===== config.mk =====
export PLATFORM = sky130hd
export DESIGN_NAME = control_sequencer
export DESIGN_NICKNAME = d
export VERILOG_FILES = /design/src/rtl/control_seq_pkg.sv /design/src/rtl/control_sequencer_seq_decoder.sv /design/src/rtl/control_sequencer.sv
export SDC_FILE = /design/constraint.sdc
export NUM_CORES = 1
export LEC_CHECK = 0
export CAP_MARGIN = 20
export CELL_PAD_IN_SITES_DETAIL_PLACEMENT = 1
export CELL_PAD_IN_SITES_GLOBAL_PLACEMENT = 2
export CORE_ASPECT_RATIO = 1.4
export CORE_UTILIZATION = 14
export CTS_BUF_LIST = sky130_fd_sc_hd__clkbuf_2 sky130_fd_sc_hd__clkbuf_4 sky130_fd_sc_hd__clkbuf_8
export CTS_CLUSTER_DIAMETER = 40
export DETAILED_ROUTE_END_ITERATION = 6
export PLACE_DENSITY = 0.89
export REMOVE_ABC_BUFFERS = 1
export SYNTH_ARGS = -nofsm -noshare
export SYNTH_HDL_FRONTEND = slang
export SYNTH_SLANG_ARGS = --single-unit

===== constraint.sdc =====
create_clock -name Clock -period 1.9 [get_ports Clock]
set_input_delay 0.38 -clock Clock [delete_from_list [all_inputs] [get_ports Clock]]
set_output_delay 0.38 -clock Clock [all_outputs]
set_load 0.05 [all_outputs]

===== src/rtl/control_seq_pkg.sv =====
// ---------------------------------------------------------------------------
// control_seq_pkg
//   Shared definitions for the hardwired control sequencer:
//   - sequencer state encoding
//   - instruction opcodes
//   - RF / ARF / DR function-select codes and ALU operation codes
//   - active-low register-select encodings and mux select names
//   - the control-word struct that carries every datapath control input
// ---------------------------------------------------------------------------
package control_seq_pkg;

    typedef enum logic [2:0] {
        S_IDLE   = 3'd0,
        S_FETCH1 = 3'd1,
        S_FETCH2 = 3'd2,
        S_EXEC   = 3'd3,
        S_EXEC2  = 3'd4,
        S_HALT   = 3'd5
    } state_t;

    // Opcodes, IR[15:10]
    localparam logic [5:0] OP_BRA = 6'h00;
    localparam logic [5:0] OP_BNE = 6'h01;
    localparam logic [5:0] OP_BEQ = 6'h02;
    localparam logic [5:0] OP_IMM = 6'h03;
    localparam logic [5:0] OP_ADD = 6'h04;
    localparam logic [5:0] OP_SUB = 6'h05;
    localparam logic [5:0] OP_AND = 6'h06;
    localparam logic [5:0] OP_ORR = 6'h07;
    localparam logic [5:0] OP_XOR = 6'h08;
    localparam logic [5:0] OP_LD  = 6'h09;
    localparam logic [5:0] OP_ST  = 6'h0A;
    localparam logic [5:0] OP_HLT = 6'h0B;

    // Register file function select
    localparam logic [2:0] RF_FUN_DEC         = 3'b000;
    localparam logic [2:0] RF_FUN_INC         = 3'b001;
    localparam logic [2:0] RF_FUN_LOAD        = 3'b010;
    localparam logic [2:0] RF_FUN_CLEAR       = 3'b011;
    localparam logic [2:0] RF_FUN_LOADLOW_CLR = 3'b100;

    // Address register file function select
    localparam logic [1:0] ARF_FUN_DEC   = 2'b00;
    localparam logic [1:0] ARF_FUN_INC   = 2'b01;
    localparam logic [1:0] ARF_FUN_LOAD  = 2'b10;
    localparam logic [1:0] ARF_FUN_CLEAR = 2'b11;

    // Data register function select
    localparam logic [1:0] DR_FUN_CLEAR = 2'b00;
    localparam logic [1:0] DR_FUN_LOAD  = 2'b01;

    // ALU operation codes (low four bits of ALU_FunSel)
    localparam logic [3:0] ALU_PASS_A = 4'h0;
    localparam logic [3:0] ALU_ADD    = 4'h4;
    localparam logic [3:0] ALU_SUB    = 4'h5;
    localparam logic [3:0] ALU_AND    = 4'h6;
    localparam logic [3:0] ALU_ORR    = 4'h7;
    localparam logic [3:0] ALU_XOR    = 4'h8;

    // Active-low register enables
    localparam logic [3:0] RF_SEL_NONE  = 4'b1111;
    localparam logic [3:0] RF_SCR_NONE  = 4'b1111;
    localparam logic [2:0] ARF_SEL_NONE = 3'b111;
    localparam logic [2:0] ARF_SEL_PC   = 3'b011;
    localparam logic [2:0] ARF_SEL_AR   = 3'b101;
    localparam logic [2:0] ARF_SEL_SP   = 3'b110;

    // ARF output selects
    localparam logic [1:0] ARF_OUT_PC = 2'b00;
    localparam logic [1:0] ARF_OUT_AR = 2'b10;
    localparam logic [1:0] ARF_OUT_SP = 2'b11;

    // Mux selects
    localparam logic [1:0] MUXA_ALU    = 2'd0;
    localparam logic [1:0] MUXA_ARF    = 2'd1;
    localparam logic [1:0] MUXA_DR     = 2'd2;
    localparam logic [1:0] MUXA_IMM    = 2'd3;
    localparam logic [1:0] MUXB_ALU    = 2'd0;
    localparam logic [1:0] MUXB_ARF    = 2'd1;
    localparam logic [1:0] MUXB_DR     = 2'd2;
    localparam logic [1:0] MUXB_IMM    = 2'd3;
    localparam logic [1:0] MUXC_ALU_LO = 2'd0;
    localparam logic [1:0] MUXC_ALU_HI = 2'd1;
    localparam logic       MUXD_RF_A   = 1'b0;
    localparam logic       MUXD_ARF_C  = 1'b1;

    typedef struct packed {
        logic [2:0] rf_out_a_sel;
        logic [2:0] rf_out_b_sel;
        logic [2:0] rf_fun_sel;
        logic [3:0] rf_reg_sel;
        logic [3:0] rf_scr_sel;
        logic [4:0] alu_fun_sel;
        logic       alu_wf;
        logic [1:0] arf_out_c_sel;
        logic [1:0] arf_out_d_sel;
        logic [1:0] arf_fun_sel;
        logic [2:0] arf_reg_sel;
        logic [1:0] mux_a_sel;
        logic [1:0] mux_b_sel;
        logic [1:0] mux_c_sel;
        logic       mux_d_sel;
        logic       ir_write;
        logic       ir_lh;
        logic       mem_cs;
        logic       mem_wr;
        logic       dr_e;
        logic [1:0] dr_fun_sel;
        logic       halted;
        logic       illegal_op;
    } ctrl_word_t;

    // Idle control word: nothing is written, memory deselected.
    function automatic ctrl_word_t ctrl_default();
        ctrl_word_t c;
        c             = '0;
        c.rf_reg_sel  = RF_SEL_NONE;
        c.rf_scr_sel  = RF_SCR_NONE;
        c.arf_reg_sel = ARF_SEL_NONE;
        c.mem_cs      = 1'b1;
        return c;
    endfunction

    // Register code 0..3 (R1..R4) maps to enable bit 3..0, active low.
    function automatic logic [3:0] rf_sel_onehot(input logic [1:0] code);
        return ~(4'b1000 >> code);
    endfunction

    function automatic logic is_defined_op(input logic [5:0] op);
        return (op <= OP_HLT);
    endfunction

    function automatic logic [3:0] alu_op_for(input logic [5:0] op);
        case (op)
            OP_ADD:  return ALU_ADD;
            OP_SUB:  return ALU_SUB;
            OP_AND:  return ALU_AND;
            OP_ORR:  return ALU_ORR;
            OP_XOR:  return ALU_XOR;
            default: return ALU_PASS_A;
        endcase
    endfunction

endpackage


===== src/rtl/control_sequencer_seq_decoder.sv =====
// ---------------------------------------------------------------------------
// seq_decoder
//   Purely combinational map from (state, instruction, ALU flags, start)
//   to the full datapath control word.
//   Parameters: FETCH_LOW_FIRST - byte order of the two-byte fetch
//               ALU_32BIT       - value of ALU_FunSel[4] for ALU operations
//   Ports: state (in)  current sequencer state
//          ir    (in)  16-bit instruction register contents
//          flags (in)  {Z,C,N,O}
//          start (in)  start request (already qualified by reset)
//          ctrl  (out) control word
// ---------------------------------------------------------------------------
module seq_decoder
    import control_seq_pkg::*;
#(
    parameter bit FETCH_LOW_FIRST = 1'b1,
    parameter bit ALU_32BIT       = 1'b1
) (
    input  state_t      state,
    input  logic [15:0] ir,
    input  logic [3:0]  flags,
    input  logic        start,
    output ctrl_word_t  ctrl
);

    logic [5:0] op;
    logic       s_bit;
    logic [1:0] dst;
    logic [1:0] src1;
    logic [1:0] src2;
    logic [1:0] rx;
    logic       z_flag;
    logic       branch_taken;
    logic       unused_bits;

    assign op     = ir[15:10];
    assign s_bit  = ir[9];
    assign dst    = ir[8:7];
    assign src1   = ir[6:5];
    assign src2   = ir[4:3];
    assign rx     = ir[9:8];
    assign z_flag = flags[3];

    // The immediate byte goes straight to the datapath, and only Z steers
    // control flow, so these bits are deliberately not decoded here.
    assign unused_bits = ^{ir[2:0], flags[2:0]};

    assign branch_taken = (op == OP_BRA)
                        | ((op == OP_BNE) & ~z_flag)
                        | ((op == OP_BEQ) &  z_flag);

    always_comb begin
        ctrl = ctrl_default();
        case (state)
            S_IDLE: begin
                if (start) begin
                    ctrl.arf_reg_sel = ARF_SEL_PC;
                    ctrl.arf_fun_sel = ARF_FUN_CLEAR;
                end
            end
            S_FETCH1, S_FETCH2: begin
                ctrl.arf_out_d_sel = ARF_OUT_PC;
                ctrl.mem_cs        = 1'b0;
                ctrl.mem_wr        = 1'b0;
                ctrl.ir_write      = 1'b1;
                ctrl.arf_reg_sel   = ARF_SEL_PC;
                ctrl.arf_fun_sel   = ARF_FUN_INC;
                // Second byte goes to the half opposite to the first one.
                ctrl.ir_lh = (state == S_FETCH2) ? FETCH_LOW_FIRST : ~FETCH_LOW_FIRST;
            end
            S_EXEC: begin
                case (op)
                    OP_BRA, OP_BNE, OP_BEQ: begin
                        if (branch_taken) begin
                            ctrl.mux_b_sel   = MUXB_IMM;
                            ctrl.arf_reg_sel = ARF_SEL_PC;
                            ctrl.arf_fun_sel = ARF_FUN_LOAD;
                        end
                    end
                    OP_IMM: begin
                        ctrl.mux_a_sel  = MUXA_IMM;
                        ctrl.rf_fun_sel = RF_FUN_LOADLOW_CLR;
                        ctrl.rf_reg_sel = rf_sel_onehot(rx);
                    end
                    OP_ADD, OP_SUB, OP_AND, OP_ORR, OP_XOR: begin
                        ctrl.rf_out_a_sel = {1'b0, src1};
                        ctrl.rf_out_b_sel = {1'b0, src2};
                        ctrl.mux_d_sel    = MUXD_RF_A;
                        ctrl.alu_fun_sel  = {ALU_32BIT, alu_op_for(op)};
                        ctrl.alu_wf       = s_bit;
                        ctrl.mux_a_sel    = MUXA_ALU;
                        ctrl.rf_fun_sel   = RF_FUN_LOAD;
                        ctrl.rf_reg_sel   = rf_sel_onehot(dst);
                    end
                    OP_LD: begin
                        ctrl.arf_out_d_sel = ARF_OUT_AR;
                        ctrl.mem_cs        = 1'b0;
                        ctrl.dr_e          = 1'b1;
                        ctrl.dr_fun_sel    = DR_FUN_LOAD;
                    end
                    OP_ST: begin
                        // Register value passes through the ALU to the memory data bus.
                        ctrl.rf_out_a_sel  = {1'b0, rx};
                        ctrl.mux_d_sel     = MUXD_RF_A;
                        ctrl.alu_fun_sel   = {ALU_32BIT, ALU_PASS_A};
                        ctrl.mux_c_sel     = MUXC_ALU_LO;
                        ctrl.arf_out_d_sel = ARF_OUT_AR;
                        ctrl.mem_cs        = 1'b0;
                        ctrl.mem_wr        = 1'b1;
                    end
                    OP_HLT: begin
                    end
                    default: begin
                        ctrl.illegal_op = 1'b1;
                    end
                endcase
            end
            S_EXEC2: begin
                ctrl.mux_a_sel  = MUXA_DR;
                ctrl.rf_fun_sel = RF_FUN_LOAD;
                ctrl.rf_reg_sel = rf_sel_onehot(rx);
            end
            S_HALT: begin
                ctrl.halted = 1'b1;
            end
            default: begin
            end
        endcase
    end

endmodule


===== src/rtl/control_sequencer.sv =====
// ---------------------------------------------------------------------------
// control_sequencer
//   Hardwired control unit for the ALU-system datapath. Fetches a 16-bit
//   instruction as two bytes, then runs a one- or two-cycle execute step.
//   Output names match the datapath control inputs one to one.
//
//   Build option: define CTRL_SEQ_ILLEGAL_TRAP_EN to make an undefined
//   opcode stop the machine in HALT; otherwise it behaves as a NOP.
//
//   Parameters: FETCH_LOW_FIRST (1: first byte -> IR low half)
//               ALU_32BIT       (ALU_FunSel[4] for ALU operations)
//   Inputs : Clock, Reset (async, active low), Start, IROut[15:0],
//            ALU_FlagsOut[3:0] = {Z,C,N,O}
//   Outputs: RF_*, ALU_*, ARF_*, Mux*Sel, IR_Write, IR_LH, Mem_CS, Mem_WR,
//            DR_E, DR_FunSel, Halted, IllegalOp, StateOut[2:0]
// ---------------------------------------------------------------------------
module control_sequencer
    import control_seq_pkg::*;
#(
    parameter bit FETCH_LOW_FIRST = 1'b1,
    parameter bit ALU_32BIT       = 1'b1
) (
    input  logic        Clock,
    input  logic        Reset,
    input  logic        Start,
    input  logic [15:0] IROut,
    input  logic [3:0]  ALU_FlagsOut,
    output logic [2:0]  RF_OutASel,
    output logic [2:0]  RF_OutBSel,
    output logic [2:0]  RF_FunSel,
    output logic [3:0]  RF_RegSel,
    output logic [3:0]  RF_ScrSel,
    output logic [4:0]  ALU_FunSel,
    output logic        ALU_WF,
    output logic [1:0]  ARF_OutCSel,
    output logic [1:0]  ARF_OutDSel,
    output logic [1:0]  ARF_FunSel,
    output logic [2:0]  ARF_RegSel,
    output logic [1:0]  MuxASel,
    output logic [1:0]  MuxBSel,
    output logic [1:0]  MuxCSel,
    output logic        MuxDSel,
    output logic        IR_Write,
    output logic        IR_LH,
    output logic        Mem_CS,
    output logic        Mem_WR,
    output logic        DR_E,
    output logic [1:0]  DR_FunSel,
    output logic        Halted,
    output logic        IllegalOp,
    output logic [2:0]  StateOut
);

    state_t     state;
    state_t     next_state;
    ctrl_word_t ctrl;
    logic [5:0] opcode;
    logic       start_gated;

    assign opcode = IROut[15:10];

    // While reset is held the IDLE state must show the plain default word,
    // so a simultaneous Start cannot leak a PC clear onto the datapath.
    assign start_gated = Start & Reset;

    always_ff @(posedge Clock or negedge Reset) begin
        if (!Reset) begin
            state <= S_IDLE;
        end else begin
            state <= next_state;
        end
    end

    always_comb begin
        next_state = state;
        case (state)
            S_IDLE: begin
                if (start_gated) begin
                    next_state = S_FETCH1;
                end
            end
            S_FETCH1: next_state = S_FETCH2;
            S_FETCH2: next_state = S_EXEC;
            S_EXEC: begin
                if (opcode == OP_LD) begin
                    next_state = S_EXEC2;
                end else if (opcode == OP_HLT) begin
                    next_state = S_HALT;
                end else if (!is_defined_op(opcode)) begin
`ifdef CTRL_SEQ_ILLEGAL_TRAP_EN
                    next_state = S_HALT;
`else
                    next_state = S_FETCH1;
`endif
                end else begin
                    next_state = S_FETCH1;
                end
            end
            S_EXEC2: next_state = S_FETCH1;
            S_HALT: begin
                if (start_gated) begin
                    next_state = S_IDLE;
                end
            end
            default: next_state = S_IDLE;
        endcase
    end

    seq_decoder #(
        .FETCH_LOW_FIRST (FETCH_LOW_FIRST),
        .ALU_32BIT       (ALU_32BIT)
    ) u_decoder (
        .state (state),
        .ir    (IROut),
        .flags (ALU_FlagsOut),
        .start (start_gated),
        .ctrl  (ctrl)
    );

    assign RF_OutASel  = ctrl.rf_out_a_sel;
    assign RF_OutBSel  = ctrl.rf_out_b_sel;
    assign RF_FunSel   = ctrl.rf_fun_sel;
    assign RF_RegSel   = ctrl.rf_reg_sel;
    assign RF_ScrSel   = ctrl.rf_scr_sel;
    assign ALU_FunSel  = ctrl.alu_fun_sel;
    assign ALU_WF      = ctrl.alu_wf;
    assign ARF_OutCSel = ctrl.arf_out_c_sel;
    assign ARF_OutDSel = ctrl.arf_out_d_sel;
    assign ARF_FunSel  = ctrl.arf_fun_sel;
    assign ARF_RegSel  = ctrl.arf_reg_sel;
    assign MuxASel     = ctrl.mux_a_sel;
    assign MuxBSel     = ctrl.mux_b_sel;
    assign MuxCSel     = ctrl.mux_c_sel;
    assign MuxDSel     = ctrl.mux_d_sel;
    assign IR_Write    = ctrl.ir_write;
    assign IR_LH       = ctrl.ir_lh;
    assign Mem_CS      = ctrl.mem_cs;
    assign Mem_WR      = ctrl.mem_wr;
    assign DR_E        = ctrl.dr_e;
    assign DR_FunSel   = ctrl.dr_fun_sel;
    assign Halted      = ctrl.halted;
    assign IllegalOp   = ctrl.illegal_op;
    assign StateOut    = state;

endmodule


=== After elaboration in Yosys (flattened, before gate mapping) ===
Cells that the tools add are included.

* Register bits: 3
* Input port bits: 23
* Output and inout port bits: 51
* Word-level logic and storage cells: 72

* Equality and inequality tests: 18
* Shifts and indexed selects: 2
* Multiplexer cells: 35
* Bitwise logic cells: 8
* Reductions and logical operators: 8

{| class="wikitable"
|+ Operator list
! kind !! count
|-
| 7-bit one-hot mux with 2 select lines || 2
|-
| 5-bit 2-to-1 mux || 5
|-
| 6-bit by 3-bit equality test with 1-bit output (second input constant) || 4
|-
| 6-bit by 4-bit equality test with 1-bit output (second input constant) || 4
|-
| 4-bit one-hot mux with 5 select lines || 1
|-
| 3-bit 2-to-1 mux || 6
|-
| 3-bit one-hot mux with 6 select lines || 1
|-
| 5-bit one-hot mux with 3 select lines || 1
|-
| 2-bit 2-to-1 mux || 7
|-
| 6-bit by 2-bit equality test with 1-bit output (second input constant) || 2
|-
| 2-bit one-hot mux with 2 select lines || 3
|-
| 12-bit OR reduction || 1
|-
| 5-bit one-hot mux with 2 select lines || 1
|-
| 4-bit NOT || 2
|-
| 4-bit by 2-bit right shift with 4-bit output (first input constant) || 2
|-
| 1-bit 2-to-1 mux || 7
|-
| 3-bit by 2-bit equality test with 1-bit output (second input constant) || 2
|-
| 3-bit equality test (second input constant) || 2
|-
| 6-bit by 1-bit equality test with 1-bit output (second input constant) || 1
|-
| 6-bit zero test || 1
|-
| 6-bit 2-to-1 mux || 1
|-
| 5-bit OR reduction || 1
|-
| 2-bit != test (second input constant) || 2
|-
| 2-bit OR reduction || 2
|-
| 7 further kinds || 10
|}

=== Longest topological paths before layout ===
Gate-level depths: netlist of the first run.

* Depth after elaboration: 7
* Mapped depth: 6
* Gate-level depth less buffers: 3

=== By module ===
From an unflattened synthesis of the first run, not the netlist that was laid out.

* Cell total of the unflattened synthesis: 93
* Area total of the unflattened synthesis: 748.2 µm²

{| class="wikitable"
|+ Modules (own cells, without submodules)
! module !! times used !! cells an instance !! area an instance (µm²) !! sequential area each (µm²)
|-
| seq_decoder || 1 || 77 || 581.8 || 0.0
|-
| control_sequencer || 1 || 16 || 166.4 || 75.1
|}

=== Worst setup path before layout of the first run ===
Ideal clock, no wire load.

* Path type: register to output
* Start point: reg state[1] (netlist: StateOut[1])
* End point: out Mem_CS
* Arrival: 2.980 ns
* Data required time: 1.520 ns
* Path slack: -1.460 ns
* Stages on the path, launching flop included: 6
* Buffers on the path: 2
* Cells stage by stage: dfrtp_1 clkbuf_1 nand3b_1 clkbuf_1 nor3_1 nor2_1

* Longest elaborated chain between the ends: 3
* Elaborated cells between the ends (all ways): 5
* Classes of those cells: eq/ne: 3; mux: 1; reduce/logical: 1

{| class="wikitable"
|+ Ends and longest elaborated chain
! item !! line !! RTL
|-
| start: declaration || control_sequencer.sv:54 || <nowiki>state_t state;</nowiki>
|-
| start signal: assignment || control_sequencer.sv:70 || <nowiki>state <= next_state;</nowiki>
|-
| 3-bit by 1-bit equality test with 1-bit output or 3-bit by 2-bit equality test with 1-bit output (tied branches) || control_sequencer_seq_decoder.sv:54 || <nowiki>case (state)</nowiki>
|-
| 2-bit OR reduction || control_sequencer_seq_decoder.sv:54 ||
|-
| 2-bit one-hot mux with 2 select lines * || control_sequencer_seq_decoder.sv:54 ||
|-
| end: declaration || control_sequencer.sv:45 || <nowiki>output logic Mem_CS,</nowiki>
|}

Every way passes the cells marked *; elsewhere a longest branch is shown, timed or not.

=== Worst setup path in the final report of the first run ===
* Start point: in IROut[12]
* End point: out RF_RegSel[2]

* Longest elaborated chain between the ends: 4
* Elaborated cells between the ends (all ways): 9
* Classes of those cells: eq/ne: 6; mux: 2; reduce/logical: 1

{| class="wikitable"
|+ Ends and longest elaborated chain
! item !! line !! RTL
|-
| start: declaration || control_sequencer.sv:26 || <nowiki>input logic [15:0] IROut,</nowiki>
|-
| 6-bit by 3-bit equality test with 1-bit output or 6-bit by 4-bit equality test with 1-bit output (tied branches) || control_sequencer_seq_decoder.sv:72 || <nowiki>case (op)</nowiki>
|-
| 5-bit OR reduction || -- ||
|-
| 7-bit one-hot mux with 2 select lines * || control_sequencer_seq_decoder.sv:72 ||
|-
| 7-bit one-hot mux with 2 select lines * || control_sequencer_seq_decoder.sv:54 ||
|-
| end: declaration || control_sequencer.sv:31 || <nowiki>output logic [3:0] RF_RegSel,</nowiki>
|}

Marked as above.

==> flow_metrics.tcl, run 1 <==
set metrics [dict create \
    clk_path_buf_depth 2 \
    core-area_um2 5240 \
    ys_warn_count 0 \
    n_antenna_cell 0 \
    cts_tree "yes" \
    critPathMaxFanout 5 \
    syn_area_per_cell_um2 6.88 \
    hold_path.class "in -> async" \
    vias 1152 \
    cp-start-kind "input pin" \
    antenna_found_initial 0 \
    path_clk_slew_ns 0.04 \
    areaGrowthSynthToFinish_pct 191 \
    wire_per_inst_um 14.2 \
    overflow 0 \
    rows 31 \
    fin_crit_sh 1.15 \
    insertion_delay_ns 0.23 \
    place_ws_ns -0.750 \
    cp_cell_sequence "buf_8 -> or4b_4 -> a2111oi_4 -> o221ai_1 -> buf_4" \
    synth_cell_types 41 \
    postSynthCellCount 112 \
    max_freq_mhz 456 \
    final_max_slew_viol_count 0 \
    crit_buf_inv 2 \
    largest_register_ffs 3 \
    cts.sinks 3 \
    fp.dieH_um 89.8 \
    async_flop_share 1.00 \
    powerDensity_nw_per_um2 1160 \
    synth_edf_count 0 \
    grt_max_degree 12 \
    totalWireLength_um 3750 \
    start_util 0.147 \
    drive_gt1_frac 0.678 \
    crit_arrival_ns 1.81 \
    via_per_inst 4.35 \
    fillers 599 \
    synth_seq_cells 3 \
    cp-startpoint "IROut[12]" \
    final_nets 223 \
    reg2reg_slack_ns 0.50 \
    critical_path_class "in -> out" \
    die_area_um2 5810 \
    fin_util 0.428 \
    ant_nets 0 \
    hold_violations 0 \
    r2r_start "StateOut[0]" \
    layout_setup_ws_ns -0.293 \
    drt_iter0_drc 10 \
    multiInputGateArea_um2 856 \
    peakVddDrop_uv 956 \
    status "finished with violations" \
    fin_worst_skew_ns 0.00581 \
    p_leak_nw 0.955 \
    drt_first_pass_iters 4 \
    grt_pass1_vias 1160 \
    synth_top_flop_cell "dfrtp_1" \
    critPathMaxStageDelay_ns 0.62 \
    synth_area_um2 771 \
    die_w_um 64.7 \
    total_power_mw 2.61 \
    cts_root_buffer "clkbuf_8" \
    grt_usage 0.130 \
    dp_hpwl_um 2790 \
    yosys-top-cells-area "buf_4 18%, dfrtp_1 9.7%, nor2_1 6.3%, a2111oi_0 4.5%, and2_1 4.1%" \
    rsz0062_at_grt "yes" \
    grt_pass1_wl_um 5860 \
    worstPathRequired_ns 1.52 \
    setup_violations 20 \
    finalSetupTns_ns -3.39 \
    fin_crit_ns 2.19 \
    synth_top_area_cell "buf_4" \
    routabilityCongestion 0.709 \
    end_kind "output pin" \
    yosysTopAreaCellShare 0.175 \
    seqCellArea_um2 75.1 \
    critical_path.top_delay_family "simple AND/OR/NAND/NOR gates" \
    numCtsBuffers 3 \
    boundaryPins 74 \
    drv_cap 0 \
    violations "setup timing" \
    drc_errors 0 \
    cp_slowest_cell "or4b_4" \
    ys_seq_area_frac 0.0974 \
    numPortBuffers 51 \
    htree_levels 1 \
]
## worst min-delay path, delay by kind of cell
| family | cells | cell delay [ns] |
|---|---|---|
| buffers and inverters | 3 | 0.75 |
## stage by stage
step | hold slack (ns) | area, um^2 | cells
final | 0.576 | 2240 | 265
after global routing | 0.603 | 2240 | 265
after CTS | 0.547 | 2170 | 264
after detailed placement | 0.676 | 1810 | 256
after global placement | 0.661 | 1810 | 256
after floorplan | 0.0844 | 657 | 100
## cell usage in the layout, fill, tap and decap left out, types with 3 or more instances in the layout
cell type and instances:
nor2_2 4, buf_2 4, buf_4 32, nor2_4 4
clkbuf_8 3, dfrtp_1 3, buf_6 19, conb_1 16
nor2_1 5, and3_4 3, buf_12 29, a2111oi_4 3
and2_4 3, clkdlybuf4s50_1 6
## Yosys cell counts, types with 2 or more instances
master,instances
buf_4,18
nor2_1,13
clkbuf_1,7
and2_1,5
nand2_1,5
a2111oi_0,4
a21oi_1,4
a32o_1,3
and3_1,3
dfrtp_1,3
nand3_1,3
nor3_1,3
o21ai_0,3
o221ai_1,3
a31o_2,2
conb_1,2
inv_1,2
nand2b_1,2
nor2b_1,2
nor3b_1,2
o31ai_1,2
xnor2_1,2
## layout make-up
type | instances | share of cell area
Sequential cell | 3 | 0.0335
Tap cell | 66 | 0.0368
Clock buffer | 4 | 0.0218
Multi-Input combinational cell | 95 | 0.382
Timing Repair Buffer | 95 | 0.523
Inverter | 2 | 0.00335
## what timing repair did
item                                    4_1_cts  5_1_grt
pin swaps                                    22       10
endpoints found under the setup margin       29       29
buffers inserted                              8        3
resized for setup                            99       14
hold buffers                                  0        0
## path summary, 6_finish.rpt
| check | endpoint | depth (start not counted) |
|---|---|---|
| worst max-delay path | RF_RegSel[2] | 5 |
| worst min-delay path | StateOut[0] | 3 |
| worst max register to register | StateOut[0] | 5 |
| worst min register to register | StateOut[1] | 2 |
| max in group asynchronous | StateOut[1] | 3 |
| min in group Clock | StateOut[2] | 3 |
## logic make-up (layout without fill, tap and decap cells)
logic type / count (synthesis) / in the layout / synth area share
AOI/OAI and AO/OA: 27 / 27 / 0.268
xor gates and xnor gates: 2 / 2 / 0.0227
buffers and inverters: 28 / 101 / 0.226
DFF: 3 / 3 / 0.0974
muxes: 1 / 1 / 0.0130
other: 2 / 16 / 0.00974
and+or+nand+nor: 49 / 49 / 0.364
## where the power goes
group          internal, mW  leakage [nW]  switching [mW]  total, mW
sequential           0.0884        0.0374          0.0221      0.111
combinational         0.993         0.891            1.29       2.28
clock                 0.158        0.0262          0.0538      0.212
## per-layer routing
layer  part of all wire  wire (um)  vias to the layer above  global-route usage
met5                  0          0                        -                   0
met4              0.012         46                        0              0.0556
met3              0.035        133                        4              0.0102
met2               0.60       2250                       45               0.251
met1               0.35       1320                      553               0.137
li1                   -          -                      550                   -
No activity file was read; power rests on OpenSTA's default activity.
==> run 2: changes to the inputs <==
--- a/config.mk
+++ b/config.mk
@@ -6,14 +6,15 @@
 export NUM_CORES = 1
 export LEC_CHECK = 0
 export CAP_MARGIN = 20
-export CELL_PAD_IN_SITES_DETAIL_PLACEMENT = 1
-export CELL_PAD_IN_SITES_GLOBAL_PLACEMENT = 2
+export CELL_PAD_IN_SITES_DETAIL_PLACEMENT = 0
+export CELL_PAD_IN_SITES_GLOBAL_PLACEMENT = 1
 export CORE_ASPECT_RATIO = 1.4
-export CORE_UTILIZATION = 14
+export CORE_MARGIN = 1
+export CORE_UTILIZATION = 19
 export CTS_BUF_LIST = sky130_fd_sc_hd__clkbuf_2 sky130_fd_sc_hd__clkbuf_4 sky130_fd_sc_hd__clkbuf_8
 export CTS_CLUSTER_DIAMETER = 40
 export DETAILED_ROUTE_END_ITERATION = 6
-export PLACE_DENSITY = 0.89
+export PLACE_DENSITY = 0.88
 export REMOVE_ABC_BUFFERS = 1
 export SYNTH_ARGS = -nofsm -noshare
 export SYNTH_HDL_FRONTEND = slang
==> flow_metrics.tcl, run 2 (synthesis gave the netlist of run 1 again) <==
set metrics [dict create \
    clk_path_buf_depth 2 \
    p_leak_nw 0.948 \
    fin_util 0.572 \
    rows 27 \
    finalInstanceArea_um2 2240 \
    max_freq_mhz 463 \
    totalWireLength_um 3290 \
    dp_hpwl_um 2320 \
    violations "setup timing" \
    core-area_um2 3920 \
    fin_crit_ns 2.16 \
    critical_path_class "in -> out" \
    cp-start-kind "input pin" \
    fillers 338 \
    powerDensity_nw_per_um2 1090 \
    die_area_um2 4320 \
    layout_common_cells "33 x buf_4, 27 x buf_12, 23 x buf_6, 16 x conb_1, 7 x clkdlybuf4s50_1" \
    rsz0062_at_grt "yes" \
    drv_cap 0 \
    cts_hold_buf 0 \
    drive_gt1_frac 0.682 \
    n_antenna_cell 0 \
    routabilityCongestion 0.757 \
    top_layer "met4" \
    die_w_um 55.8 \
    postPlaceCellArea_um2 1740 \
    start_util 0.197 \
    drc_errors 0 \
    drt_first_pass_iters 4 \
    fin_crit_sh 1.14 \
    crit_arrival_ns 1.78 \
    hold_path.class "in -> async" \
    fp.dieH_um 77.4 \
    antenna_found_initial 0 \
    critPathMaxFanout 5 \
    overflow 0 \
    end_kind "output pin" \
    grt_usage 0.156 \
    wire_per_inst_um 13.5 \
    htree_levels 1 \
    p_sw_frac 0.541 \
    grt_max_degree 12 \
    setup_violations 26 \
    p_int_mw 1.13 \
    wl_met1_um 1210 \
    total_power_mw 2.45 \
    hold_violations 0 \
    clockPowerShare 0.085 \
    fin_worst_skew_ns 0.00193 \
    cts_tree "yes" \
    route.met2.wl_um 1880 \
    wl_met3_um 158 \
    seqPwrFrac 0.045 \
    via_per_inst 4.76 \
    path_clk_slew_ns 0.03 \
    drt_iter0_drc 27 \
    largest_register_ffs 3 \
    grt_pass1_wl_um 5300 \
    numCtsBuffers 3 \
    boundaryPins 74 \
    worstPathRequired_ns 1.52 \
    ant_nets 0 \
    final_max_slew_viol_count 0 \
    areaGrowthSynthToFinish_pct 191 \
    tightest_slew_ns 0.459 \
    holdWs_ns 0.511 \
    numPortBuffers 51 \
    cts.sinks 3 \
    insertion_delay_ns 0.22 \
    layout_setup_ws_ns -0.259 \
    cts_root_buffer "clkbuf_8" \
    combPwrFrac 0.869 \
    maxSlewHeadroom 0.685 \
    vias 1161 \
    final_common_cell "buf_4" \
    grt_pass1_vias 1162 \
    p_switching_mw 1.33 \
    status "finished with violations" \
    peakVddDrop_uv 952 \
    final_nets 225 \
]
==> run 2: cell types whose count changed in the layout (fill, tap and decap cells not counted), sizes merged <==
| cell | previous run | this run |
|---|---|---|
| buf | 85 | 87 |
| clkdlybuf4s50 | 6 | 7 |
| dlymetal6s2s | 2 | 1 |
==> run 2: area by class of cell <==
cell class / instances / area [um^2] / share of cell area
clock buffer: 4 / 48.8 / 0.0218
timing repair buffer: 97 / 1180 / 0.525
sequential: 3 / 75.1 / 0.0335
multi-input combinational: 95 / 878 / 0.392
inverter: 2 / 7.51 / 0.00335
tap: 43 / 53.8 / 0.0240
==> run 2: stage by stage <==
stage	TNS, ns	cells	setup WS [ns]
after global routing	-5.16	244	-0.311
after CTS	-3.78	240	-0.287
final	-3.52	244	-0.259
after global placement	-15.06	231	-0.690
after floorplan	-20.58	100	-1.95
after detailed placement	-15.69	231	-0.753
==> run 2: worst paths after layout <==
kind,to,slack [ns],startpoint,depth (start not counted)
min,StateOut[2],0.51,Reset,2
max,RF_RegSel[0],-0.26,IROut[10],5
min in group Clock,StateOut[2],0.57,Start,3
max reg2reg,StateOut[0],0.56,StateOut[2],4
max in group asynchronous,StateOut[1],1.29,Reset,2
min reg2reg,StateOut[1],0.76,StateOut[1],3
==> run 2: worst max-delay path, cell delays in order <==
cell and delay [ns]:
buf_6 0.10, or4b_4 0.63, a2111oi_2 0.33, o211ai_1 0.14, buf_4 0.21
==> run 2: power by group through the flow <==
stage / sequential, mW / clock, mW / combinational, mW
final: 0.111 / 0.209 / 2.13
after global routing: 0.116 / 0.217 / 2.23
after CTS: 0.107 / 0.213 / 2.00
after detailed placement: 0.108 / 0 / 1.83
after global placement: 0.106 / 0 / 1.82
after floorplan: 0.215 / 0 / 0.928
==> run 2: routing by layer <==
layer / vias to the layer above / global-route usage
met3: 3 / 0.0217
met2: 53 / 0.307
met1: 546 / 0.164
met4: 0 / 0.0585
li1: 559 / -
met5: - / 0
==> run 2: timing repair <==
action,CTS,global route
resized for setup,91,29
endpoints found under the setup margin,29,29
setup buffers,6,6
pin swaps,12,18
==> run 3: changes to the inputs <==
--- a/config.mk
+++ b/config.mk
@@ -11,7 +11,7 @@
 export CORE_ASPECT_RATIO = 1.4
 export CORE_MARGIN = 1
 export CORE_UTILIZATION = 19
-export CTS_BUF_LIST = sky130_fd_sc_hd__clkbuf_2 sky130_fd_sc_hd__clkbuf_4 sky130_fd_sc_hd__clkbuf_8
+export CTS_BUF_LIST = sky130_fd_sc_hd__clkbuf_8
 export CTS_CLUSTER_DIAMETER = 40
 export DETAILED_ROUTE_END_ITERATION = 6
 export PLACE_DENSITY = 0.88
==> flow_metrics.tcl, run 3 (synthesis gave the netlist of run 1 again) <==
set metrics [dict create \
    postPlaceCellArea_um2 1740 \
    critical_path_class "reg -> out" \
    fin_util 0.569 \
    path_clk_slew_ns 0.03 \
    cp-start-kind "flip-flop" \
    critPathMaxFanout 4 \
    fin_crit_sh 1.14 \
    r2r_start "StateOut[2]" \
    maxSlewHeadroom 0.685 \
    grt_usage 0.155 \
    cts_root_buffer "clkbuf_8" \
    drt_iter0_drc 21 \
    crit_arrival_ns 1.79 \
    antenna_found_initial 0 \
    layout_setup_ws_ns -0.266 \
    fp.dieH_um 77.4 \
    worstPathRequired_ns 1.52 \
    p_leak_nw 0.943 \
    vias 1170 \
    grt_max_degree 12 \
    core-area_um2 3920 \
    htree_levels 1 \
    grt_busiest_layer "met2" \
    start_util 0.197 \
    routabilityCongestion 0.757 \
    end_kind "output pin" \
    reg2reg_to "StateOut[0]" \
    finalInstanceArea_um2 2230 \
    violations "setup timing" \
    r2r_cells 4 \
    fillers 347 \
    wire_per_inst_um 13.7 \
    rows 27 \
    max_freq_mhz 462 \
    finalSetupTns_ns -4.23 \
    powerDensity_nw_per_um2 1090 \
    drv_cap 0 \
    cts_tree "yes" \
    hold_path.class "in -> async" \
    insertion_delay_ns 0.22 \
    boundaryPins 74 \
    final_common_cell "buf_4" \
    grt_pass1_wl_um 5310 \
    final_max_slew_viol_count 0 \
    final_nets 225 \
    ant_nets 0 \
    use_met1 0.170 \
    fin_worst_skew_ns 0.000505 \
    peakVddDrop_uv 949 \
    hold_violations 0 \
    setup_violations 28 \
    totalWireLength_um 3340 \
    drt_first_pass_iters 4 \
    areaGrowthSynthToFinish_pct 189 \
    numCtsBuffers 3 \
    n_antenna_cell 0 \
    cp-startpoint "StateOut[2]" \
    overflow 0 \
    layout_common_cells "32 x buf_4, 27 x buf_12, 24 x buf_6, 16 x conb_1, 7 x clkdlybuf4s50_1" \
    die_area_um2 4320 \
    status "finished with violations" \
    drive_gt1_frac 0.672 \
    cts_hold_buf 0 \
    met3_usage 0.0217 \
    numPortBuffers 51 \
    die_w_um 55.8 \
    place_ws_ns -0.753 \
    clk_path_buf_depth 2 \
    largest_register_ffs 3 \
    rsz0062_at_grt "yes" \
    tightest_slew_ns 0.460 \
    grt_pass1_vias 1154 \
    use_met2 0.302 \
    cts.sinks 3 \
    drc_errors 0 \
    dp_hpwl_um 2320 \
    reg2reg_slack_ns 0.59 \
    holdWs_ns 0.516 \
    via_per_inst 4.80 \
    fin_crit_ns 2.17 \
]
## run 3: area by class of cell
type                            instances  area [um^2]  area share
Multi-Input combinational cell         95          866       0.389
Clock inverter                          1         3.75     0.00168
Timing Repair Buffer                   97         1180       0.530
Clock buffer                            3         41.3      0.0185
Tap cell                               43         53.8      0.0241
Inverter                                2         7.51     0.00337
Sequential cell                         3         75.1      0.0337
## run 3: layer usage
metal  wire (um)  vias up
met5           0        -
met4          22        0
met3         156        3
met2        1900       53
met1        1250      558
li1            -      556
## run 3: where the power goes
part / internal (mW) / switching (mW)
Combinational: 0.884 / 1.25
Sequential: 0.0885 / 0.0215
Clock: 0.138 / 0.0469
Total: 1.11 / 1.32
## run 3: worst max-delay path: stages, from the launching register on
cell and delay [ns]:
dfrtp_1 0.40, buf_6 0.13, nand3b_1 0.26, a31o_2 0.32
o211ai_1 0.22, buf_4 0.23
## run 3: worst max path at each step
stage,endpoint,slack [ns],cells past startpoint
final,RF_RegSel[0],-0.27,5
after global routing,RF_RegSel[0],-0.33,5
after CTS,RF_RegSel[1],-0.29,5
after detailed placement,RF_RegSel[3],-0.75,5
after global placement,RF_RegSel[3],-0.69,5
after floorplan,DR_E,-1.95,3
## run 3: repair_timing
action | in CTS | in global routing
pin swaps | 12 | 18
endpoints found under the setup margin | 29 | 29
setup buffers | 5 | 8
resized for setup | 90 | 28
gates cloned | 0 | 0
## run 3: through the flow
stage | power, mW | std cells
finish | 2.43 | 244
CTS | 2.28 | 239
detailed placement | 1.94 | 231
floorplan | 1.14 | 100
global route | 2.54 | 244
global placement | 1.92 | 231
==> variant (config.mk and constraints of run 2) <==
The option `CTRL_SEQ_ILLEGAL_TRAP_EN` is turned on by a define.
--- a/src/rtl/control_sequencer.sv
+++ b/src/rtl/control_sequencer.sv
@@ -14,6 +14,8 @@
 //   Outputs: RF_*, ALU_*, ARF_*, Mux*Sel, IR_Write, IR_LH, Mem_CS, Mem_WR,
 //            DR_E, DR_FunSel, Halted, IllegalOp, StateOut[2:0]
 // ---------------------------------------------------------------------------
+`define CTRL_SEQ_ILLEGAL_TRAP_EN
+
 module control_sequencer
     import control_seq_pkg::*;
 #(
Formal check against the unedited RTL: not equivalent (a bounded check fails within 10 cycles, from zero or initial values and one cycle with Reset low).
==> variant against run 2 <==
  * Worst setup slack got worse by 180 ps
  * Critical path depth increased by 1
  * Cell area decreased by 13%
  * The run still ends with setup timing left
  * Sequential power increased by 18%
  * Wire length decreased by 14%
  * Total power decreased by 4.4%
  * Area after synthesis decreased by 6.5%
  * Sequential cell count unchanged
  * Non-clock buffer count decreased by 8
==> variant: results (changes against run 2) <==
| Metric | Value |
|---|---|
| Via count | `978 (-16%)` |
| Worst EP arrival | `1960 ps (+180 ps)` |
| Largest net degree at the start of global routing | `9 (-3)` |
| Maximum vdd drop | `868 µV (-8.8%)` |
| Worst hold path class | `in -> async` |
| Mapped Cells | `99 (-12%)` |
| Register area share after synthesis | `10.4% (+0.68 points)` |
| Final Non-Filler Cells | `225 (-7.8%)` |
| Ranking of synthesized cells by area | `buf_4, dfrtp_1, and2_1, nor2_1, mux2_2` |
| Placer Congestion | `0.733 (-3.1%)` |
| Predominant post-synthesis flop cell | `dfrtp_1` |
| LEAKAGE | `0.912 nW (-3.8%)` |
| Layout cell share with drive strength beyond 1 | `61.7% (-6.4 points)` |
| Crit Reg-Reg Startpoint | `StateOut[2]` |
| Reg-to-reg setup timing slack | `650 ps (+90 ps)` |
| Routed len/inst | `12.6 µm (-6.3%)` |
| Starting DRT DRC Count | `3 (-89%)` |
| DP HPWL | `2070 µm (-11%)` |
| Setup TNS Final | `-4460 ps (-946 ps)` |
| CTS Buf Count | `3 (unchanged)` |
| CP peak stage delay | `550 ps (-80 ps)` |
| Total track usage | `14.0% (-1.7 points)` |
| Final setup margin | `-440 ps (-182 ps)` |
| Worst-path fanout max | `3 (-2)` |
| Placed instance count | `214 (-7.4%)` |
| Run status | `finished, violations left` |
| Vias in the first global route | `940 (-19%)` |
| Worst path slowest cell | `or4b_4` |
| Antenna violations before repair | `0 (unchanged)` |
| Finish-stage setup viols | `16 (-38%)` |
| Router iterations before antenna repair | `4 (unchanged)` |
| Clock skew | `0.544 ps (-1.38 ps)` |
| PortBufs | `51 (unchanged)` |
| Reg2reg end | `StateOut[2]` |
| Distinct cells, synth | `34 (-17%)` |
| Global-route wire length before repair | `4090 µm (-23%)` |
| Reg2Reg Depth | `5 (+1)` |
| Place WS | `-816 ps (-63.3 ps)` |
| Failing checks | `setup timing` |
| Number of antenna repair diodes | `0 (unchanged)` |
| Commonest cells in the netlist | `buf_4, nor2_1, and2_1, nand2_1` |
[variant: changes by cell type after synthesis, sizes merged, moves of 2 or more]
cell     before  now
nor2         13    9
o221ai        3    0
nand3         3    0
mux2          0    3
a31o          2    0
a21oi         4    2
clkbuf        7    4
a2111oi       4    1
a32oi         0    2
nor2b         2    0
nand2         5    8
nand2b        2    4
o31ai         2    0
and2          5    8
[variant: power breakdown]
part / switching, mW / internal (mW) / total [mW]
sequential: 0.0328 / 0.0981 / 0.131
clock: 0.0421 / 0.157 / 0.199
combinational: 1.15 / 0.865 / 2.01
total: 1.22 / 1.12 / 2.34
[variant: routing by layer]
metal | global-route usage (%) | share of wire, % | up-vias | wire length, µm
li1 | - | - | 480 | -
met1 | 12.6 | 30 | 453 | 861
met2 | 29.6 | 64 | 43 | 1820
met3 | 1.01 | 4.5 | 2 | 129
met4 | 5.98 | 0.99 | 0 | 28
met5 | 0 | 0 | - | 0
[variant: kinds of logic (layout without fill, tap and decap cells)]
family,count (synthesis),in the layout,synth area share (%)
xor+xnor,2,2,2.43
mux,3,3,4.69
compound gates,17,17,19.8
flops,3,3,10.4
simple gates,47,47,38.0
other cells,2,16,1.04
buf+inv,25,95,23.6
[variant: worst max-delay path by stage]
stage / from / to / slack, ps / depth (start not counted)
4_1_cts: IROut[12] / RF_RegSel[1] / -480 / 6
6_report: IROut[12] / RF_RegSel[2] / -440 / 6
2_1_floorplan: StateOut[0] / RF_OutASel[0] / -1590 / 4
3_5_place_dp: IROut[13] / RF_RegSel[1] / -820 / 6
5_1_grt: IROut[12] / RF_RegSel[1] / -500 / 6
3_3_place_gp: IROut[10] / RF_RegSel[1] / -810 / 6
[variant: final cells by class]
type	count	area, µm²
fill	295	1700
timing repair buffer	89	1100
multi-input combinational	85	659
sequential	3	75.1
tap	42	52.6
clock buffer	4	48.8
inverter	2	7.51
[variant: timing repair]
item	in CTS	in global routing
pin swaps	18	8
resized for setup	71	15
setup buffers	6	2
setup endpoints to repair	28	25
[variant: through the flow]
stage          cell area, µm²  utilization (%)  hold WS [ps]
5_1_grt                  1950             53.5           504
3_5_place_dp             1660             45.5           620
2_1_floorplan             611                -          84.4
6_report                 1950             53.5           511
3_3_place_gp             1660             45.5           615
4_1_cts                  1910             52.3           509
